## config.mk

```make
export PLATFORM = sky130hd
export DESIGN_NAME = mem_arbiter_flat
export DESIGN_NICKNAME = d
export VERILOG_FILES = /design/src/rtl/mem_arb_pkg.sv /design/src/rtl/mem_arbiter_if.sv /design/src/rtl/mem_arb_chk.sv /design/src/rtl/mem_arbiter.sv /design/src/flat_wrapper.sv
export SDC_FILE = /design/constraint.sdc
export NUM_CORES = 1
export LEC_CHECK = 0
export BUFFER_PORTS_ARGS = -buffer_cell sky130_fd_sc_hd__clkbuf_2
export CORE_ASPECT_RATIO = 1.25
export CORE_MARGIN = 10
export CORE_UTILIZATION = 40
export CTS_CLUSTER_SIZE = 10
export DETAILED_ROUTE_END_ITERATION = 8
export GPL_TIMING_DRIVEN = 1
export HOLD_SLACK_MARGIN = 0.15
export PLACE_DENSITY = 0.72
export SLEW_MARGIN = 0
export SYNTH_ARGS = -nofsm -noshare
export SYNTH_HDL_FRONTEND = slang
export SYNTH_SLANG_ARGS = --single-unit
export TNS_END_PERCENT = 30
```

## constraint.sdc

```tcl
create_clock -name clk -period 6.25 [get_ports clk]
set_input_delay 0.625 -clock clk [delete_from_list [all_inputs] [get_ports clk]]
set_output_delay 0.625 -clock clk [all_outputs]
set_load 0.02 [all_outputs]
```

## src/rtl/mem_arb_pkg.sv

```systemverilog
// Shared encodings and request payload for the fetch/data memory arbiter.
package mem_arb_pkg;

    localparam int unsigned ADDR_W = 32;
    localparam int unsigned DATA_W = 32;

    localparam logic [1:0] SZ_BYTE = 2'b00;
    localparam logic [1:0] SZ_HALF = 2'b01;
    localparam logic [1:0] SZ_WORD = 2'b10;
    localparam logic [1:0] SZ_ILL  = 2'b11;

    localparam logic REQ_IF = 1'b0;
    localparam logic REQ_D  = 1'b1;

    typedef enum logic {
        IDLE = 1'b0,
        BUSY = 1'b1
    } arb_state_e;

    typedef struct packed {
        logic              req_id;
        logic              we;
        logic [1:0]        size;
        logic [ADDR_W-1:0] addr;
        logic [DATA_W-1:0] wdata;
    } arb_req_t;

    // Number of bytes touched by an access of the given size (illegal treated as word).
    function automatic logic [2:0] size_bytes(input logic [1:0] size);
        case (size)
            SZ_BYTE: size_bytes = 3'd1;
            SZ_HALF: size_bytes = 3'd2;
            default: size_bytes = 3'd4;
        endcase
    endfunction

endpackage

```

## src/rtl/mem_arbiter_if.sv

```systemverilog
// Fetch, data and memory-side signals of the arbiter; slave is the arbiter view.
interface mem_arbiter_if;
    import mem_arb_pkg::*;

    logic              if_req;
    logic [ADDR_W-1:0] if_addr;
    logic              if_gnt;
    logic              if_rvalid;
    logic [DATA_W-1:0] if_rdata;
    logic              if_err;

    logic              d_req;
    logic              d_we;
    logic [1:0]        d_size;
    logic [ADDR_W-1:0] d_addr;
    logic [DATA_W-1:0] d_wdata;
    logic              d_gnt;
    logic              d_rvalid;
    logic [DATA_W-1:0] d_rdata;
    logic              d_err;

    logic [ADDR_W-1:0] mem_address;
    logic [DATA_W-1:0] mem_write_data;
    logic              mem_write;
    logic              mem_read;
    logic [1:0]        mem_size;
    logic [DATA_W-1:0] mem_read_data;

    modport slave (
        input  if_req, if_addr,
        output if_gnt, if_rvalid, if_rdata, if_err,
        input  d_req, d_we, d_size, d_addr, d_wdata,
        output d_gnt, d_rvalid, d_rdata, d_err,
        output mem_address, mem_write_data, mem_write, mem_read, mem_size,
        input  mem_read_data
    );

    modport master (
        output if_req, if_addr,
        input  if_gnt, if_rvalid, if_rdata, if_err,
        output d_req, d_we, d_size, d_addr, d_wdata,
        input  d_gnt, d_rvalid, d_rdata, d_err,
        input  mem_address, mem_write_data, mem_write, mem_read, mem_size,
        output mem_read_data
    );

endinterface

```

## src/rtl/mem_arb_chk.sv

```systemverilog
// Combinational alignment and range check for a single memory access.
module mem_arb_chk
    import mem_arb_pkg::*;
#(
    parameter int unsigned MEM_BYTES = 8192
) (
    input  logic [ADDR_W-1:0] addr,
    input  logic [1:0]        size,
    output logic              err
);

    logic [ADDR_W:0] last_byte;

    // Flag illegal size, misalignment, or any touched byte past the end of memory.
    always_comb begin
        last_byte = {1'b0, addr} + (ADDR_W + 1)'(size_bytes(size)) - (ADDR_W + 1)'(1);
        err       = 1'b0;
        case (size)
            SZ_HALF: err = addr[0];
            SZ_WORD: err = |addr[1:0];
            SZ_ILL:  err = 1'b1;
            default: err = 1'b0;
        endcase
        if (last_byte >= (ADDR_W + 1)'(MEM_BYTES)) begin
            err = 1'b1;
        end
    end

endmodule

```

## src/rtl/mem_arbiter.sv

```systemverilog
// Two-requester arbiter/sequencer sharing one memory port between fetch and load/store.
module mem_arbiter
    import mem_arb_pkg::*;
#(
    parameter int unsigned MEM_BYTES   = 8192,
    parameter int unsigned MAX_D_BURST = 4
) (
    input  logic         clk,
    input  logic         rst,
    mem_arbiter_if.slave bus
);

    localparam int unsigned CNT_W = $clog2(MAX_D_BURST + 1);

    arb_state_e        state_q, state_d;
    logic [CNT_W-1:0]  burst_cnt_q, burst_cnt_d;
    arb_req_t          req_q, req_d;
    logic              if_rvalid_q, if_rvalid_d;
    logic              if_err_q, if_err_d;
    logic [DATA_W-1:0] if_rdata_q, if_rdata_d;
    logic              d_rvalid_q, d_rvalid_d;
    logic              d_err_q, d_err_d;
    logic [DATA_W-1:0] d_rdata_q, d_rdata_d;

    logic              if_gnt_c;
    logic              d_gnt_c;
    logic              fetch_turn_c;
    logic              req_err_c;
    logic [ADDR_W-1:0] mem_address_c;
    logic [DATA_W-1:0] mem_write_data_c;
    logic              mem_write_c;
    logic              mem_read_c;
    logic [1:0]        mem_size_c;

    mem_arb_chk #(
        .MEM_BYTES (MEM_BYTES)
    ) u_chk (
        .addr (req_q.addr),
        .size (req_q.size),
        .err  (req_err_c)
    );

    // Arbitration in IDLE, memory drive and response capture in BUSY, burst counting.
    always_comb begin
        state_d          = state_q;
        burst_cnt_d      = burst_cnt_q;
        req_d            = req_q;
        if_rvalid_d      = 1'b0;
        if_err_d         = 1'b0;
        if_rdata_d       = if_rdata_q;
        d_rvalid_d       = 1'b0;
        d_err_d          = 1'b0;
        d_rdata_d        = d_rdata_q;
        if_gnt_c         = 1'b0;
        d_gnt_c          = 1'b0;
        mem_address_c    = '0;
        mem_write_data_c = '0;
        mem_write_c      = 1'b0;
        mem_read_c       = 1'b0;
        mem_size_c       = SZ_WORD;
        fetch_turn_c     = (burst_cnt_q == CNT_W'(MAX_D_BURST));

        case (state_q)
            IDLE: begin
                if (bus.if_req && (!bus.d_req || fetch_turn_c)) begin
                    if_gnt_c = 1'b1;
                    req_d    = '{req_id: REQ_IF, we: 1'b0, size: SZ_WORD,
                                 addr: bus.if_addr, wdata: '0};
                    state_d  = BUSY;
                end else if (bus.d_req) begin
                    d_gnt_c  = 1'b1;
                    req_d    = '{req_id: REQ_D, we: bus.d_we, size: bus.d_size,
                                 addr: bus.d_addr, wdata: bus.d_wdata};
                    state_d  = BUSY;
                end
            end
            BUSY: begin
                mem_address_c    = req_q.addr;
                mem_size_c       = req_q.size;
                mem_write_data_c = req_q.wdata;
                mem_read_c       = !req_q.we && !req_err_c;
                mem_write_c      = req_q.we && !req_err_c && !rst;
                if (req_q.req_id == REQ_IF) begin
                    if_rvalid_d = 1'b1;
                    if_err_d    = req_err_c;
                    if_rdata_d  = mem_read_c ? bus.mem_read_data : '0;
                end else begin
                    d_rvalid_d  = 1'b1;
                    d_err_d     = req_err_c;
                    d_rdata_d   = mem_read_c ? bus.mem_read_data : '0;
                end
                state_d = IDLE;
            end
            default: state_d = IDLE;
        endcase

        // Counts data grants made while a fetch is waiting.
        if (!bus.if_req || if_gnt_c) begin
            burst_cnt_d = '0;
        end else if (d_gnt_c) begin
            burst_cnt_d = burst_cnt_q + CNT_W'(1);
        end
    end

    // State, request and response registers with synchronous reset.
    always_ff @(posedge clk) begin
        if (rst) begin
            state_q     <= IDLE;
            burst_cnt_q <= '0;
            req_q       <= '0;
            if_rvalid_q <= 1'b0;
            if_err_q    <= 1'b0;
            if_rdata_q  <= '0;
            d_rvalid_q  <= 1'b0;
            d_err_q     <= 1'b0;
            d_rdata_q   <= '0;
        end else begin
            state_q     <= state_d;
            burst_cnt_q <= burst_cnt_d;
            req_q       <= req_d;
            if_rvalid_q <= if_rvalid_d;
            if_err_q    <= if_err_d;
            if_rdata_q  <= if_rdata_d;
            d_rvalid_q  <= d_rvalid_d;
            d_err_q     <= d_err_d;
            d_rdata_q   <= d_rdata_d;
        end
    end

    assign bus.if_gnt         = if_gnt_c;
    assign bus.d_gnt          = d_gnt_c;
    assign bus.if_rvalid      = if_rvalid_q;
    assign bus.if_err         = if_err_q;
    assign bus.if_rdata       = if_rdata_q;
    assign bus.d_rvalid       = d_rvalid_q;
    assign bus.d_err          = d_err_q;
    assign bus.d_rdata        = d_rdata_q;
    assign bus.mem_address    = mem_address_c;
    assign bus.mem_write_data = mem_write_data_c;
    assign bus.mem_write      = mem_write_c;
    assign bus.mem_read       = mem_read_c;
    assign bus.mem_size       = mem_size_c;

endmodule

```

## src/flat_wrapper.sv

```systemverilog
// flat-port wrapper written by rule: the top's interface ports become plain ports
module mem_arbiter_flat import mem_arb_pkg::*;
#(
    parameter int unsigned MEM_BYTES   = 8192,
    parameter int unsigned MAX_D_BURST = 4
)
  (clk, rst, bus_if_req, bus_if_addr, bus_if_gnt, bus_if_rvalid, bus_if_rdata, bus_if_err, bus_d_req, bus_d_we, bus_d_size, bus_d_addr, bus_d_wdata, bus_d_gnt, bus_d_rvalid, bus_d_rdata, bus_d_err, bus_mem_address, bus_mem_write_data, bus_mem_write, bus_mem_read, bus_mem_size, bus_mem_read_data);
  mem_arbiter_if bus_i ();
  input  logic clk;
  input  logic rst;
  input wire logic [$bits(bus_i.if_req)-1:0] bus_if_req;
  input wire logic [$bits(bus_i.if_addr)-1:0] bus_if_addr;
  output wire logic [$bits(bus_i.if_gnt)-1:0] bus_if_gnt;
  output wire logic [$bits(bus_i.if_rvalid)-1:0] bus_if_rvalid;
  output wire logic [$bits(bus_i.if_rdata)-1:0] bus_if_rdata;
  output wire logic [$bits(bus_i.if_err)-1:0] bus_if_err;
  input wire logic [$bits(bus_i.d_req)-1:0] bus_d_req;
  input wire logic [$bits(bus_i.d_we)-1:0] bus_d_we;
  input wire logic [$bits(bus_i.d_size)-1:0] bus_d_size;
  input wire logic [$bits(bus_i.d_addr)-1:0] bus_d_addr;
  input wire logic [$bits(bus_i.d_wdata)-1:0] bus_d_wdata;
  output wire logic [$bits(bus_i.d_gnt)-1:0] bus_d_gnt;
  output wire logic [$bits(bus_i.d_rvalid)-1:0] bus_d_rvalid;
  output wire logic [$bits(bus_i.d_rdata)-1:0] bus_d_rdata;
  output wire logic [$bits(bus_i.d_err)-1:0] bus_d_err;
  output wire logic [$bits(bus_i.mem_address)-1:0] bus_mem_address;
  output wire logic [$bits(bus_i.mem_write_data)-1:0] bus_mem_write_data;
  output wire logic [$bits(bus_i.mem_write)-1:0] bus_mem_write;
  output wire logic [$bits(bus_i.mem_read)-1:0] bus_mem_read;
  output wire logic [$bits(bus_i.mem_size)-1:0] bus_mem_size;
  input wire logic [$bits(bus_i.mem_read_data)-1:0] bus_mem_read_data;
  assign bus_i.if_req = bus_if_req;
  assign bus_i.if_addr = bus_if_addr;
  assign bus_if_gnt = bus_i.if_gnt;
  assign bus_if_rvalid = bus_i.if_rvalid;
  assign bus_if_rdata = bus_i.if_rdata;
  assign bus_if_err = bus_i.if_err;
  assign bus_i.d_req = bus_d_req;
  assign bus_i.d_we = bus_d_we;
  assign bus_i.d_size = bus_d_size;
  assign bus_i.d_addr = bus_d_addr;
  assign bus_i.d_wdata = bus_d_wdata;
  assign bus_d_gnt = bus_i.d_gnt;
  assign bus_d_rvalid = bus_i.d_rvalid;
  assign bus_d_rdata = bus_i.d_rdata;
  assign bus_d_err = bus_i.d_err;
  assign bus_mem_address = bus_i.mem_address;
  assign bus_mem_write_data = bus_i.mem_write_data;
  assign bus_mem_write = bus_i.mem_write;
  assign bus_mem_read = bus_i.mem_read;
  assign bus_mem_size = bus_i.mem_size;
  assign bus_i.mem_read_data = bus_mem_read_data;
  mem_arbiter #(.MEM_BYTES(MEM_BYTES), .MAX_D_BURST(MAX_D_BURST)) u_core (.clk(clk), .rst(rst), .bus(bus_i));
endmodule
```

Word-level counts from Yosys, hierarchy flattened
Index checks and enable logic that the tools add are counted.
{"block": "word_totals", "register_bits": 140, "latch_bits": 0, "mem_bits_rw": 0, "rom_bits": 0, "out_inout_bits": 138, "elab_cells": 64, "n_memories": 0}
{"block": "classes", "add_sub_neg": 3, "mul": 0, "div_mod_pow": 0, "magnitude_cmp": 1, "n_eq_ne": 4, "shift": 0, "n_mux": 20, "n_bitwise": 2, "n_reduce_logical": 21}
{"operator": "68-bit 2-to-1 mux", "n": 2}
{"operator": "32-bit 2-to-1 mux", "n": 3}
{"operator": "32-bit by 3-bit adder with 33-bit output", "n": 1}
{"operator": "33-bit by 14-bit greater-or-equal comparator with 1-bit output (second input constant)", "n": 1}
{"operator": "33-bit by 1-bit subtractor with 33-bit output (second input constant)", "n": 1}
{"operator": "1-bit 2-to-1 mux", "n": 11}
{"operator": "3-bit one-hot mux with 2 select lines", "n": 1}
{"operator": "2-bit AND reduction", "n": 3}
{"operator": "2-bit OR reduction", "n": 3}
{"operator": "3-bit OR reduction", "n": 2}
{"operator": "1-bit zero test", "n": 5}
{"operator": "2-bit == test (second input constant)", "n": 2}
{"operator": "1-bit logical AND", "n": 4}
{"operator": "3-bit by 1-bit adder with 3-bit output (second input constant)", "n": 1}
{"operator": "3-bit == test (second input constant)", "n": 1}
{"operator": "1-bit one-hot mux with 3 select lines", "n": 1}
{"operator": "2-bit by 1-bit == test with 1-bit output (second input constant)", "n": 1}
{"operator": "2-bit zero test", "n": 1}
{"operator": "1-bit logical OR", "n": 2}
{"operator": "2-bit 2-to-1 mux", "n": 1}
{"operator": "1-bit inverter", "n": 2}
{"operator": "1-bit one-hot mux with 2 select lines", "n": 1}
{"operator": "2-bit nonzero test", "n": 1}

Longest topological paths before layout
{"block": "logic_depth", "ltp_word": 10, "depth_mapped": 17, "ltp_nobuf": 16}

Cells and area by module
Synthesis repeated with hierarchy kept, for this count alone.
{"block": "unflattened", "cells_unflattened": 1025, "hier_area_um2": 7957.6}
{"module": "mem_arbiter", "instances": 1, "cells_each": 715, "area_per_inst_um2": 5988.2, "seq_area_each_um2": 2802.7}
{"module": "mem_arb_chk", "instances": 1, "cells_each": 310, "area_per_inst_um2": 1969.4, "seq_area_each_um2": 0.0}

Worst setup path before layout
No wires, ideal clock.
{"block": "synth_path", "path_kind": "flip-flop to output port", "from": "register u_core.req_q[64] in the netlist's numbering", "to": "output bus_mem_write", "arrival_time_ps": 3853, "required_time_ps": 5625, "path_slack_ps": 1772, "path_stages_with_launch": 16, "path_buffers": 0, "path_cell_list": "dfxtp_1 -> or2_2 -> ha_1 -> inv_1 -> ha_1 -> inv_1 -> fa_1 -> nor2b_1 -> o2111ai_1 -> a21boi_2 -> o31ai_1 -> or2_2 -> a221o_1 -> nor4_4 -> nand3_1 -> nor4bb_1"}
{"block": "synth_via", "elab_chain_cells": 10, "elab_cells_between_ends": 14, "classes_between": "add/sub: 2; order compare: 1; eq/ne: 3; mux: 4; reduce/logical: 4"}
{"item": "start, declared", "line_no": "mem_arbiter.sv:17", "source": "arb_req_t req_q, req_d;"}
{"item": "start signal, assigned", "line_no": "mem_arbiter.sv:120", "source": "req_q <= req_d;"}
{"item": "2-bit by 1-bit == test with 1-bit output / 2-bit zero test (equally long branches)", "line_no": "mem_arb_pkg.sv:30, mem_arb_chk.sv:18"}
{"item": "3-bit one-hot mux with 2 select lines", "line_no": "mem_arb_pkg.sv:30", "source": "case (size)"}
{"item": "32-bit by 3-bit adder with 33-bit output", "line_no": "mem_arb_chk.sv:16", "source": "last_byte = {1'b0, addr} + (ADDR_W + 1)'(size_bytes(size)) - (ADDR_W + 1)'(1);"}
{"item": "33-bit by 1-bit subtractor with 33-bit output", "line_no": "mem_arb_chk.sv:16"}
{"item": "33-bit by 14-bit greater-or-equal comparator with 1-bit output", "line_no": "mem_arb_chk.sv:24", "source": "if (last_byte >= (ADDR_W + 1)'(MEM_BYTES)) begin"}
{"item": "1-bit 2-to-1 mux (*)", "line_no": "mem_arb_chk.sv:24"}
{"item": "1-bit zero test (*)", "line_no": "mem_arbiter.sv:82", "source": "mem_write_c = req_q.we && !req_err_c && !rst;"}
{"item": "1-bit logical AND (*) (2 in a row)", "line_no": "mem_arbiter.sv:82"}
{"item": "1-bit 2-to-1 mux (*)", "line_no": "mem_arbiter.sv:63", "source": "case (state_q)"}
{"item": "end, declared", "line_no": "flat_wrapper.sv:28", "source": "output wire logic [$bits(bus_i.mem_write)-1:0] bus_mem_write;"}
Every way passes the cells marked *; elsewhere a longest branch is shown, timed or not.

Worst setup path after layout
Same ends and word-level chain as after synthesis.

==> metrics.md <==
| Metric | Value |
|---|---|
| Status | `complete, no violations` |
| Max-Cap Viols | `0` |
| Most common cell after layout, fill and taps aside | `clkbuf_2` |
| Post-detail-place hpwl | `19180 um` |
| #FFs+latches synth | `140` |
| Largest delay share family, worst path | `simple AND/OR/NAND/NOR gates` |
| Crit end category | `primary output` |
| Slew @ Worst Pin | `~1.1 ns` |
| Design Area, Final | `9817 um^2` |
| Overall die height | `175.4 um` |
| H-tree levels | `4` |
| Starting density of the core | `0.4099` |
| Crit path depth | `16` |
| Worst-path clk slew | `~0.07 ns` |
| Synth warnings | `0` |
| Pin count of the biggest net entering global routing | `77` |
| Area grow syn2layout | `27.08%` |
| CTS tree | `built` |
| Arrival @ worst endpoint | `about 4.5 ns` |
| Setup ws final | `between 1 and 1.5 ns` |
| I/O pins | `roughly 270` |
| Slowest-stage cell, CP | `fa_1` |
| Die area | `around 25000 um^2` |
| First-pass GRT wire length | `~40000 um` |
| Fmax achieved | `between 150 and 200 MHz` |
| Worst setup SP type | `flop` |
| Non-filler cells, final | `between 1k and 1.5k` |
| Mapped cell area | `7725 um^2` |
| Syn nets | `1141` |
| Post-synthesis sequential area ratio | `0.3628` |
| Placed Cells | `1421` |
| Post-synth EDFFs | `0` |
| Pwr Total | `about 2.7 mW` |
| Minimum clock period | `~5 ns` |
| Slowest stage delay, CP | `roughly 0.41 ns` |
| Vias post-DR | `between 7k and 8k` |
| Wire length per cell | `17.31 um` |
| GPL Wtd Cong | `about 0.93` |
| DRT Pass-1 Iters | `5` |
| Ratio of final minimum period to clock period | `0.8143` |
| Main flop type after synthesis | `dfxtp_1` |
| Final Max Tran Viols | `0` |
| Hold crit path type | `input pin to flop` |
| Cells on worst reg2reg path | `15` |
| Total grt overflow | `0` |
| Clock skew | `0.01261 ns` |
| Clock sinks | `140` |
| Hold Fails Final Rpt | `0` |
| Post-route ant nets | `0` |
| Hold_buf cts | `0` |
| Leakage | `between 4 and 5 nW` |
| Hold Path Depth | `3` |
| Post-CTS Setup Repair Bufs | `0` |
| Post-DP Area | `between 9000 and 10000 um^2` |
| Initial antenna violation count | `1` |
| CP bufs+invs | `3` |
| Residual DRC | `0` |
| Fillers | `~1.8k` |
| Vias in the first global route | `about 7.6k` |
| Placeable core region | `around 19000 um^2` |
| DIE WIDTH | `approximately 140 um` |
| Post-synthesis cell count | `just under 1k` |
| Synth async-reset ratio | `0` |
| GR Util All Layers | `0.1927` |
| Antenna diodes | `0` |
| CTS root buf | `clkbuf_16` |
| Nets | `1380` |
| CP required | `between 5 and 6 ns` |
| Mean Syn Cell Area | `around 8.0 um^2` |
| Crit Path Category | `flop to primary output` |
| Power Density | `roughly 280 nW/um^2` |
| TNS Setup | `0 ns` |
| Crit-path cells | `or2_2 > ha_1 > inv_1 > ha_1 > inv_1 > fa_1 > nor2b_1 > o2111ai_1 > a21boi_2 > o31ai_1 > or2_2 > a221o_1 > nor4_4 > nand3_1 > nor4bb_1 > clkbuf_2` |
| Hold Slack | `about 0.44 ns` |
| Clk buf depth | `2` |
| PortBufs | `about 270` |
| Post-DR vias/cell | `about 5.3` |
| WL final | `25150 um` |
| Netlist cell types | `62` |
| Worst-Skew Late Latency | `between 0.4 and 0.5 ns` |
| Slew HR | `0.2687` |
| TritonCTS Buffers | `17` |
| Rows | `56` |
| Most frequent cells in the layout | `clkbuf_2 (271), dfxtp_1 (139), nand2_1 (108)` |
| Pre-CTS WS | `between 1.5 and 2 ns` |
| DR iter-0 viols | `approximately 450` |
| Final Util | `0.5208` |
| CP max FO | `6` |
| Final setup violation count | `0` |
| Post_cts resized | `0` |
| RSZ-0062 raised after global routing | `no` |
| Fraction of layout cells with a size suffix above 1 | `0.2686` |
| VDD IR-drop max | `approximately 160 uV` |
flip-flops by register name, indices dropped and copies added, names as in the netlist, 3 cells and up:
| name | count |
|---|---|
| u_core.burst_cnt_q | 3 |
| u_core.bus.d_rdata | 32 |
| u_core.bus.if_rdata | 32 |
| u_core.req_q | 68 |
final timing paths:
path / from / to / slack [ns]
min: bus_d_wdata[24] / u_core.req_q[24] / 0.44
max: u_core.req_q[64] / bus_mem_write / 1.16
max reg2reg: u_core.req_q[64] / u_core.bus.if_rdata[0] / 1.63
min reg2reg: u_core.bus.d_rdata[20] / u_core.bus.d_rdata[20] / 0.45
power breakdown:
| part | switching, mW | total [mW] | internal, mW |
|---|---|---|---|
| Clock | 0.449 | 1.02 | 0.571 |
| Sequential | 0.0321 | 0.958 | 0.926 |
| Combinational | 0.449 | 0.742 | 0.293 |
synthesized netlist by cell type, types with 4 or more instances:
| library cell | n | area, um^2 |
|---|---|---|
| xnor2_1 | 11 | 96.34 |
| o31ai_1 | 4 | 30.03 |
| clkbuf_1 | 45 | 168.9 |
| nand4_1 | 10 | 62.56 |
| ha_1 | 36 | 450.4 |
| a21oi_1 | 41 | 205.2 |
| and3_1 | 4 | 25.02 |
| buf_2 | 7 | 35.03 |
| o21a_1 | 5 | 37.54 |
| a22oi_1 | 35 | 262.8 |
| and2_1 | 70 | 437.9 |
| nand3_1 | 9 | 45.04 |
| a21o_1 | 11 | 82.58 |
| buf_1 | 6 | 22.52 |
| mux2i_1 | 34 | 340.3 |
| and4_1 | 7 | 61.31 |
| nor2_1 | 100 | 375.4 |
| nand2_1 | 109 | 409.1 |
| dfxtp_1 | 140 | 2803 |
| a31oi_1 | 5 | 31.28 |
| a211oi_1 | 38 | 285.3 |
| nor3_1 | 7 | 35.03 |
| o21ai_1 | 62 | 310.3 |
| o21ai_0 | 26 | 130.1 |
| inv_1 | 49 | 183.9 |
| nand2b_1 | 35 | 219.0 |
| xor2_1 | 4 | 35.03 |
| or2_2 | 4 | 25.02 |
worst reg2reg max path: cells and delay by family (launching register included):
kind,cells,cell delay [ns]
AOI/OAI and AO/OA,5,1.54
DFF,1,0.35
adders and majority gates,3,0.75
buffers and inverters,2,0.11
and+or+nand+nor,5,1.76
area by class of cell:
class	count	area, um^2	share of cell area
Clock inverter	15	177.7	0.01810
Timing Repair Buffer	278	1406	0.1433
Tap cell	232	290.3	0.02957
Clock buffer	17	425.4	0.04333
Inverter	49	183.9	0.01874
Multi-Input combinational cell	722	4529	0.4614
Sequential cell	140	2804	0.2856
cells by family after synthesis:
group / after synthesis / share of synthesized area
and+or+nand+nor: 374 / 0.2418
AOI/OAI and AO/OA: 260 / 0.2174
DFF: 140 / 0.3628
buffers and inverters: 107 / 0.05313
adders and majority gates: 37 / 0.06090
muxes: 36 / 0.04697
xor gates and xnor gates: 15 / 0.01701
routing by layer:
metal,share of wire,wire [um],global-route usage
met1,0.41,10420,0.2317
met4,0.030,744,0.08143
met3,0.081,2047,0.05236
met5,0.00028,7,0
met2,0.47,11930,0.3144
Power figures use the tool's default switching activity.
